**src/rtl/fum_mips_pkg.sv**
```systemverilog
// Shared definitions for the 16-bit FUM MIPS core.
//  - Default datapath widths.
//  - Opcode encodings for instr[15:12].
//  - ALU operation encodings.
//  - ctrl_t: the 15-bit control bundle produced by the opcode decoder.
//  - CTRL_BUBBLE: the all-zero control bundle used for a pipeline bubble.
package fum_mips_pkg;

  localparam int DATA_W_DEF = 16;
  localparam int REG_AW_DEF = 4;
  localparam int PC_W_DEF   = 16;

  // Opcodes (instr[15:12])
  localparam logic [3:0] OP_RTYPE = 4'b0000;
  localparam logic [3:0] OP_ADDI  = 4'b0001;
  localparam logic [3:0] OP_SLTI  = 4'b0010;
  localparam logic [3:0] OP_ANDI  = 4'b0011;
  localparam logic [3:0] OP_ORI   = 4'b0100;
  localparam logic [3:0] OP_NORI  = 4'b0101;
  localparam logic [3:0] OP_LUI   = 4'b0110;
  localparam logic [3:0] OP_LW    = 4'b0111;
  localparam logic [3:0] OP_SW    = 4'b1000;
  localparam logic [3:0] OP_BEQ   = 4'b1001;
  localparam logic [3:0] OP_BNE   = 4'b1010;
  localparam logic [3:0] OP_BGT   = 4'b1011;
  localparam logic [3:0] OP_BLT   = 4'b1100;
  localparam logic [3:0] OP_JUMP  = 4'b1111;

  // ALU operations
  localparam logic [3:0] ALU_NOP = 4'd0;
  localparam logic [3:0] ALU_ADD = 4'd1;
  localparam logic [3:0] ALU_SUB = 4'd2;
  localparam logic [3:0] ALU_AND = 4'd3;
  localparam logic [3:0] ALU_OR  = 4'd4;
  localparam logic [3:0] ALU_NOR = 4'd5;
  localparam logic [3:0] ALU_SLT = 4'd6;
  localparam logic [3:0] ALU_LUI = 4'd7;

  // Decoder control bundle (15 bits)
  typedef struct packed {
    logic       reg_dst;
    logic       jump;
    logic       br_eq;
    logic       br_neq;
    logic       br_gt;
    logic       br_lt;
    logic       mem_read;
    logic       mem_to_reg;
    logic       mem_write;
    logic       alu_src;
    logic       reg_write;
    logic [3:0] alu_op;
  } ctrl_t;

  localparam ctrl_t CTRL_BUBBLE = '0;

endpackage

```
**src/rtl/id_ex_stage_hazard_detect.sv**
```systemverilog
// hazard_detect: combinational load-use hazard detection.
//  Decodes which source registers the ID instruction reads (from its opcode)
//  and compares them with the destination of a load currently in EX.
// Ports:
//  id_valid, id_opcode, id_rs_addr, id_rt_addr   ID instruction
//  ex_valid, ex_mem_read, ex_dst_addr            EX instruction
//  hazard_stall                                  stall IF/ID, bubble EX
module hazard_detect
  import fum_mips_pkg::*;
#(
  parameter int REG_AW = REG_AW_DEF
) (
  input  logic              id_valid,
  input  logic [3:0]        id_opcode,
  input  logic [REG_AW-1:0] id_rs_addr,
  input  logic [REG_AW-1:0] id_rt_addr,
  input  logic              ex_valid,
  input  logic              ex_mem_read,
  input  logic [REG_AW-1:0] ex_dst_addr,
  output logic              hazard_stall
);

  logic uses_rs;
  logic uses_rt;

  // rt is a source only for R-type, stores and compare-branches; for
  // I-type ALU ops and loads it is the destination and must not stall.
  always_comb begin
    // NOTE: every always_comb output gets a default first, so no path can
    // leave it unassigned and infer a latch.
    uses_rs = (id_opcode != OP_JUMP);
    uses_rt = 1'b0;
    case (id_opcode)
      OP_RTYPE, OP_SW, OP_BEQ, OP_BNE, OP_BGT, OP_BLT: uses_rt = 1'b1;
      default: ;
    endcase
  end

  // r0 is hardwired zero, so a load targeting it never creates a dependency.
  assign hazard_stall = id_valid & ex_valid & ex_mem_read
                      & (ex_dst_addr != '0)
                      & ((uses_rs & (id_rs_addr == ex_dst_addr))
                       | (uses_rt & (id_rt_addr == ex_dst_addr)));

endmodule

```
**src/rtl/id_ex_stage.sv**
```systemverilog
// id_ex_stage: ID/EX pipeline register of the 16-bit FUM MIPS core.
//  Registers the decoder control bundle, operands, immediate and PC into EX,
//  stalls IF/ID for one cycle on a load-use hazard (injecting a bubble), and
//  turns the ID instruction into a bubble on an EX branch/jump flush.
// Ports:
//  clk, rst_n                 clock, synchronous active-low reset
//  id_*                       ID-stage instruction, control and operands
//  ex_flush                   kill the ID instruction (branch/jump in EX)
//  hazard_stall               combinational: hold PC and IF/ID this cycle
//  ex_valid, ex_*             registered EX-stage copies
//  ex_dst_addr                registered (reg_dst ? rd : rt)
// Configuration:
//  ID_EX_PERF_EN              adds saturating perf_stall_cnt / perf_flush_cnt
module id_ex_stage
  import fum_mips_pkg::*;
#(
  parameter int DATA_W = DATA_W_DEF,
  parameter int REG_AW = REG_AW_DEF,
  parameter int PC_W   = PC_W_DEF
) (
  input  logic              clk,
  input  logic              rst_n,
  input  logic              id_valid,
  input  logic [3:0]        id_opcode,
  input  logic              id_reg_dst,
  input  logic              id_jump,
  input  logic              id_br_eq,
  input  logic              id_br_neq,
  input  logic              id_br_gt,
  input  logic              id_br_lt,
  input  logic              id_mem_read,
  input  logic              id_mem_to_reg,
  input  logic              id_mem_write,
  input  logic              id_alu_src,
  input  logic              id_reg_write,
  input  logic [3:0]        id_alu_op,
  input  logic [REG_AW-1:0] id_rs_addr,
  input  logic [REG_AW-1:0] id_rt_addr,
  input  logic [REG_AW-1:0] id_rd_addr,
  input  logic [DATA_W-1:0] id_rs_data,
  input  logic [DATA_W-1:0] id_rt_data,
  input  logic [DATA_W-1:0] id_imm,
  input  logic [PC_W-1:0]   id_pc,
  input  logic              ex_flush,
  output logic              hazard_stall,
  output logic              ex_valid,
  output logic              ex_reg_dst,
  output logic              ex_jump,
  output logic              ex_br_eq,
  output logic              ex_br_neq,
  output logic              ex_br_gt,
  output logic              ex_br_lt,
  output logic              ex_mem_read,
  output logic              ex_mem_to_reg,
  output logic              ex_mem_write,
  output logic              ex_alu_src,
  output logic              ex_reg_write,
  output logic [3:0]        ex_alu_op,
  output logic [REG_AW-1:0] ex_rs_addr,
  output logic [REG_AW-1:0] ex_rt_addr,
  output logic [REG_AW-1:0] ex_dst_addr,
  output logic [DATA_W-1:0] ex_rs_data,
  output logic [DATA_W-1:0] ex_rt_data,
  output logic [DATA_W-1:0] ex_imm,
  output logic [PC_W-1:0]   ex_pc
`ifdef ID_EX_PERF_EN
  ,
  output logic [15:0]       perf_stall_cnt,
  output logic [15:0]       perf_flush_cnt
`endif
);

  ctrl_t id_ctrl;
  ctrl_t ex_ctrl;
  logic  bubble;

  assign id_ctrl = '{reg_dst:    id_reg_dst,
                     jump:       id_jump,
                     br_eq:      id_br_eq,
                     br_neq:     id_br_neq,
                     br_gt:      id_br_gt,
                     br_lt:      id_br_lt,
                     mem_read:   id_mem_read,
                     mem_to_reg: id_mem_to_reg,
                     mem_write:  id_mem_write,
                     alu_src:    id_alu_src,
                     reg_write:  id_reg_write,
                     alu_op:     id_alu_op};

  hazard_detect #(.REG_AW(REG_AW)) u_hazard (
    .id_valid     (id_valid),
    .id_opcode    (id_opcode),
    .id_rs_addr   (id_rs_addr),
    .id_rt_addr   (id_rt_addr),
    .ex_valid     (ex_valid),
    .ex_mem_read  (ex_ctrl.mem_read),
    .ex_dst_addr  (ex_dst_addr),
    .hazard_stall (hazard_stall)
  );

  // Flush and stall both turn this edge's load into a bubble; the stall still
  // reaches the PC logic, which gives the branch target priority.
  assign bubble = ex_flush | hazard_stall;

  // NOTE: state uses non-blocking assignments so every register samples the
  // pre-edge values, independent of statement order.
  always_ff @(posedge clk) begin
    if (!rst_n) begin
      ex_valid    <= 1'b0;
      ex_ctrl     <= CTRL_BUBBLE;
      ex_rs_addr  <= '0;
      ex_rt_addr  <= '0;
      ex_dst_addr <= '0;
      ex_rs_data  <= '0;
      ex_rt_data  <= '0;
      ex_imm      <= '0;
      ex_pc       <= '0;
    end else if (bubble) begin
      ex_valid    <= 1'b0;
      ex_ctrl     <= CTRL_BUBBLE;
      ex_rs_addr  <= '0;
      ex_rt_addr  <= '0;
      ex_dst_addr <= '0;
      ex_rs_data  <= '0;
      ex_rt_data  <= '0;
      ex_imm      <= '0;
      ex_pc       <= '0;
    end else begin
      ex_valid    <= id_valid;
      // An empty ID slot must not carry any side-effecting control into EX.
      ex_ctrl     <= id_valid ? id_ctrl : CTRL_BUBBLE;
      ex_rs_addr  <= id_rs_addr;
      ex_rt_addr  <= id_rt_addr;
      ex_dst_addr <= id_reg_dst ? id_rd_addr : id_rt_addr;
      ex_rs_data  <= id_rs_data;
      ex_rt_data  <= id_rt_data;
      ex_imm      <= id_imm;
      ex_pc       <= id_pc;
    end
  end

  assign ex_reg_dst    = ex_ctrl.reg_dst;
  assign ex_jump       = ex_ctrl.jump;
  assign ex_br_eq      = ex_ctrl.br_eq;
  assign ex_br_neq     = ex_ctrl.br_neq;
  assign ex_br_gt      = ex_ctrl.br_gt;
  assign ex_br_lt      = ex_ctrl.br_lt;
  assign ex_mem_read   = ex_ctrl.mem_read;
  assign ex_mem_to_reg = ex_ctrl.mem_to_reg;
  assign ex_mem_write  = ex_ctrl.mem_write;
  assign ex_alu_src    = ex_ctrl.alu_src;
  assign ex_reg_write  = ex_ctrl.reg_write;
  assign ex_alu_op     = ex_ctrl.alu_op;

`ifdef ID_EX_PERF_EN
  // Event counters saturate rather than wrap so a long run never reads low.
  always_ff @(posedge clk) begin
    if (!rst_n) begin
      perf_stall_cnt <= '0;
      perf_flush_cnt <= '0;
    end else begin
      if (hazard_stall && perf_stall_cnt != 16'hFFFF)
        perf_stall_cnt <= perf_stall_cnt + 16'd1;
      if (ex_flush && perf_flush_cnt != 16'hFFFF)
        perf_flush_cnt <= perf_flush_cnt + 16'd1;
    end
  end
`endif

endmodule
```
**config.mk**
```make
export PLATFORM = sky130hd
export DESIGN_NAME = id_ex_stage
export DESIGN_NICKNAME = d
export VERILOG_FILES = /design/src/rtl/fum_mips_pkg.sv /design/src/rtl/id_ex_stage_hazard_detect.sv /design/src/rtl/id_ex_stage.sv
export SDC_FILE = /design/constraint.sdc
export NUM_CORES = 1
export LEC_CHECK = 0
export BUFFER_PORTS_ARGS = -buffer_cell sky130_fd_sc_hd__buf_4
export CAP_MARGIN = 20
export CORE_MARGIN = 2
export CORE_UTILIZATION = 41
export CTS_CLUSTER_DIAMETER = 80
export DETAILED_ROUTE_END_ITERATION = 8
export GPL_ROUTABILITY_DRIVEN = 0
export HOLD_SLACK_MARGIN = 0.05
export PLACE_DENSITY = 0.84
export SLEW_MARGIN = 20
export SYNTH_ARGS = -nofsm -noshare
export SYNTH_HDL_FRONTEND = slang
export SYNTH_SLANG_ARGS = --single-unit
```
**constraint.sdc**
```tcl
create_clock -name clk -period 2.5 [get_ports clk]
set_clock_uncertainty 0.15 [all_clocks]
set_input_delay 0.5 -clock clk [delete_from_list [all_inputs] [get_ports clk]]
set_output_delay 0.5 -clock clk [all_outputs]
set_load 0.02 [all_outputs]
```
==> reports/metrics.sh <==
COMBINATIONAL_FAMILY_WITH_THE_MOST_AREA_AFTER_SYNTHESIS='simple AND/OR/NAND/NOR gates'
ASYNC_FLOP_SHARE_PCT=0
FIN_SETUP_TNS_NS=0
R2R-END='ex_mem_to_reg'
DIE_W_UM=87.5
MET2_USAGE_PCT=35.8
MAXSLEWVIOLCOUNT=0
GRTUSAGEMET3_PCT=6.92
CRITICAL-PATH-TOP-DELAY-FAMILY='simple AND/OR/NAND/NOR gates'
PATH_DEPTH=4
CRITICAL-PATH-MAX-STAGE-DELAY_NS=0.57
WORSTSETUPSTARTPOINTTYPE='register'
AREA_GROWTH_SYN_TO_LAYOUT_PCT=59.1
TRITONCTS='yes'
EFFECTIVE_UTILIZATION_AT_FLOORPLAN_PCT=42.3
COMBPWRFRAC_PCT=12.5
CTS_HOLD_BUF=0
OUTCOME='finished clean'
FIN_WORST_HOLD_SLACK_NS=0.215
SYNTH_FLOP_CELL='dfxtp_1'
SYNTH.TOP_CELLS.BY_AREA='dfxtp_1, nor2_1, nand2_1'
DRC=0
SYNTH_AREA_MM2=0.00286
SYNTH_CELLS=303
SYNTH-SEQ-CELLS=92
MAX_CAP_VIOLATIONS=0
MAX_FREQ_GHz=0.424
WORST_SLEW_PIN_SLEW_NS=0.487
RSZ0062_AT_GRT='false'
DETAILROUTE.VIA_COUNT=2583
WORST_SKEW_PAIR.LATE_LATENCY_NS=0.33
YOSYSSEQAREASHARE_PCT=64.4
MET1_USAGE_PCT=21.5
SYNTH.NET_COUNT=402
DRT_PRE_ANTENNA_ITERS=5
SYNTH.TOP_CELLS.BY_COUNT='dfxtp_1, nor2_1, nand2_1'
TIMING.CRITICAL_PATH.CELLS='or4_1 -> nand4_1 -> o22ai_4 -> buf_4'
SLOWEST_STAGE='or4_1'
REPORT.FINAL.SETUP_VIOL=0
REPORT.FINAL.HOLD_VIOL_COUNT=0
VIAS_IN_THE_FIRST_GLOBAL_ROUTE=2598
WL_PER_CELL_UM=13.6
TIMING.CRITICAL_PATH.REQUIRED_NS=1.85
DETAIL_ROUTE.ITER0.VIOLATIONS=79
RR_WORST_DEPTH=5
CORE_AREA_MM2=0.00676
CTS_MAX_PATH_BUFFERS=2
SYNTHSIMPLEGATEAREAFRAC_PCT=26.3
NUMPORTBUFFERS=191
GRT_USAGE_PCT=20.2
CELLPOWERDENSITY_mW_PER_MM2=672
CRIT_TYPE='reg -> out'
HOLD-PATH-CELL-COUNT=3
CTSHTREEMAXLEVEL=3
POST-SYNTH-TOP-COUNT-CELL='dfxtp_1'
HOLD_PATH_SINK='ex_rt_data[12]'
CRITICAL_PATH.ENDPOINT_TYPE='output pin'
DETAILEDPLACEMENTHPWL_UM=5880
ROUTED_WL_UM=7770
YOSYS-MUX-AREA-FRACTION_PCT=1.40
WORST_HOLD_STARTPOINT='id_rt_data[12]'
BUSIEST_LAYER='met2'
SYNTHDISTINCTLIBCELLS=18
POSTCTSSETUPREPAIRBUFS=0
MAXIMUM_NUMBER_OF_PINS_ON_ONE_NET_BEFORE_GLOBAL_ROUTE_REPAIR=93
CLKSLEWWORSTSETUPHOLDPATHS_NS=0.09
MAX_SLEW_MARGIN_PCT=67.5
MIN-DELAY-PATH-CLASS='in -> reg'
CLOCK-ROOT-BUFFER='clkbuf_8'
CRITICAL_PATH_ARRIVAL_NS=1.71
FINALNETCOUNT=586
GRT_REMAINING_OVERFLOW=0
YOSYS.AREA_SHARE.XOR_XNOR_PCT=2.45
POWER_REPORT.INTERNAL_TOTAL_mW=2.39
SHARE_CLK_OF_TOTAL_POWER_PCT=37.1
VIASPERCELL=4.52
CRITICAL_PATH_PEAK_FANOUT=4
PWR-SHARE-SEQ_PCT=50.3
LEAKAGEPOWER_nW=2.31
FINAL_ANTENNA_DIODE_COUNT=0
POST_CTS_REPAIR_RESIZE_COUNT=0
CRITPATHBUFINV=1
CRITICAL_PATH.REG2REG.STARTPOINT='ex_dst_addr[0]'
FINALCRITPERIODSHARE_PCT=94.3
CTS_SINKS=92
YOSYSTOPAREACELLSHARE_PCT=64.4
STD_CELL_ROWS=30
DRIVE_ABOVE_1_SHARE_PCT=42.6
IO_PINS=192
LAYOUT_MIN_CYCLE_TIME_NS=2.36
SYN_WARNINGS=0
INITIAL_ANTENNA_VIOLATION_COUNT=0
SETUP_SLACK_ON_THE_WORST_FLOP_TO_FLOP_PATH_NS=0.55
ANTENNA_VIOLATING_NETS_POST_ROUTE=0
WORST_IR_DROP_VDD_V=0.000529
FRACTION_OF_THE_MAPPED_NETLIST_AREA_IN_COMPOUND_GATES_PCT=0.525
YOSYSTOPAREACELL='dfxtp_1'
GRT_PASS1_WL_UM=11900
SYNTH-EDFF-COUNT=0
FP.DIEH_UM=87.5
SYNTHADDERAREAFRAC_PCT=0
CTS-BUFFERS-INSERTED=9
SWITCHING_POWER_uW=671
AVGSYNTHCELLAREA_UM2=9.44
DIEAREA_MM2=0.00766
SWITCHING_SHARE_PCT=21.9
[stage by stage]
| step | setup slack, ns | power (mW) | cell area [um2] | utilization, % | instances |
|---|---|---|---|---|---|
| 6_report | 0.141 | 3.06 | 4550 | 67.4 | 571 |
| 5_1_grt | 0.0683 | 3.18 | 4550 | 67.4 | 571 |
| 4_1_cts | 0.108 | 3.10 | 4550 | 67.4 | 571 |
| 3_3_place_gp | 0.449 | 1.95 | 4320 | 64.0 | 556 |
| 3_5_place_dp | 0.451 | 1.96 | 4320 | 64.0 | 556 |
| 2_1_floorplan | 0.425 | 1.72 | 2860 | - | 303 |
[routing by layer]
layer	share of wire, %	wire length, um
met1	36	2780
met2	52	4080
met3	9.3	725
met4	2.4	183
met5	0	0
[tightest hold or removal path: cells and delay by family]
kind / cells / cell delay [ns]
simple gates: 2 / 0.10
buf+inv: 1 / 0.07
[power groups by stage]
stage | clock [mW] | sequential, mW | combinational [mW]
floorplan | 0 | 1.64 | 0.0798
global placement | 0 | 1.57 | 0.378
detailed placement | 0 | 1.57 | 0.387
CTS | 1.17 | 1.54 | 0.388
global route | 1.22 | 1.54 | 0.414
finish | 1.14 | 1.54 | 0.384
[how the worst max path moves through the flow]
stage	from	to	slack [ns]
floorplan	ex_dst_addr[0]	hazard_stall	0.43
global placement	id_opcode[2]	hazard_stall	0.45
detailed placement	id_opcode[2]	hazard_stall	0.45
CTS	ex_dst_addr[0]	hazard_stall	0.11
global route	ex_dst_addr[0]	hazard_stall	0.07
finish	ex_dst_addr[0]	hazard_stall	0.14
[cell type report]
cell class	count	area (um2)
clock buffers	11	131
multi-input cells	190	898
fillers	551	2200
well taps	80	100
repair buffers	194	1480
clock inverters	4	98.8
flip-flops and latches	92	1840
[logic make-up after synthesis]
logic type	after synthesis
and+or+nand+nor	176
DFF	92
buffers and inverters	21
xor gates and xnor gates	8
muxes	4
AOI/OAI and AO/OA	2
[cells in the final DEF, fill, tap and decap left out]
cell | Yosys | final
and3_1 | 1 | 1
buf_12 | 0 | 2
buf_4 | 0 | 192
bufinv_16 | 0 | 3
clkbuf_1 | 10 | 2
clkbuf_8 | 0 | 9
clkinv_4 | 0 | 1
dfxtp_1 | 92 | 92
mux2i_1 | 4 | 4
nand2_1 | 73 | 73
nand2b_1 | 1 | 1
nand3_1 | 2 | 2
nand4_1 | 3 | 3
nor2_1 | 75 | 75
nor2b_1 | 2 | 1
nor2b_4 | 0 | 1
nor3b_1 | 18 | 18
o2111ai_1 | 1 | 1
o22ai_4 | 0 | 1
or4_1 | 1 | 1
xnor2_1 | 8 | 8
(Power assumes the default switching activity.)
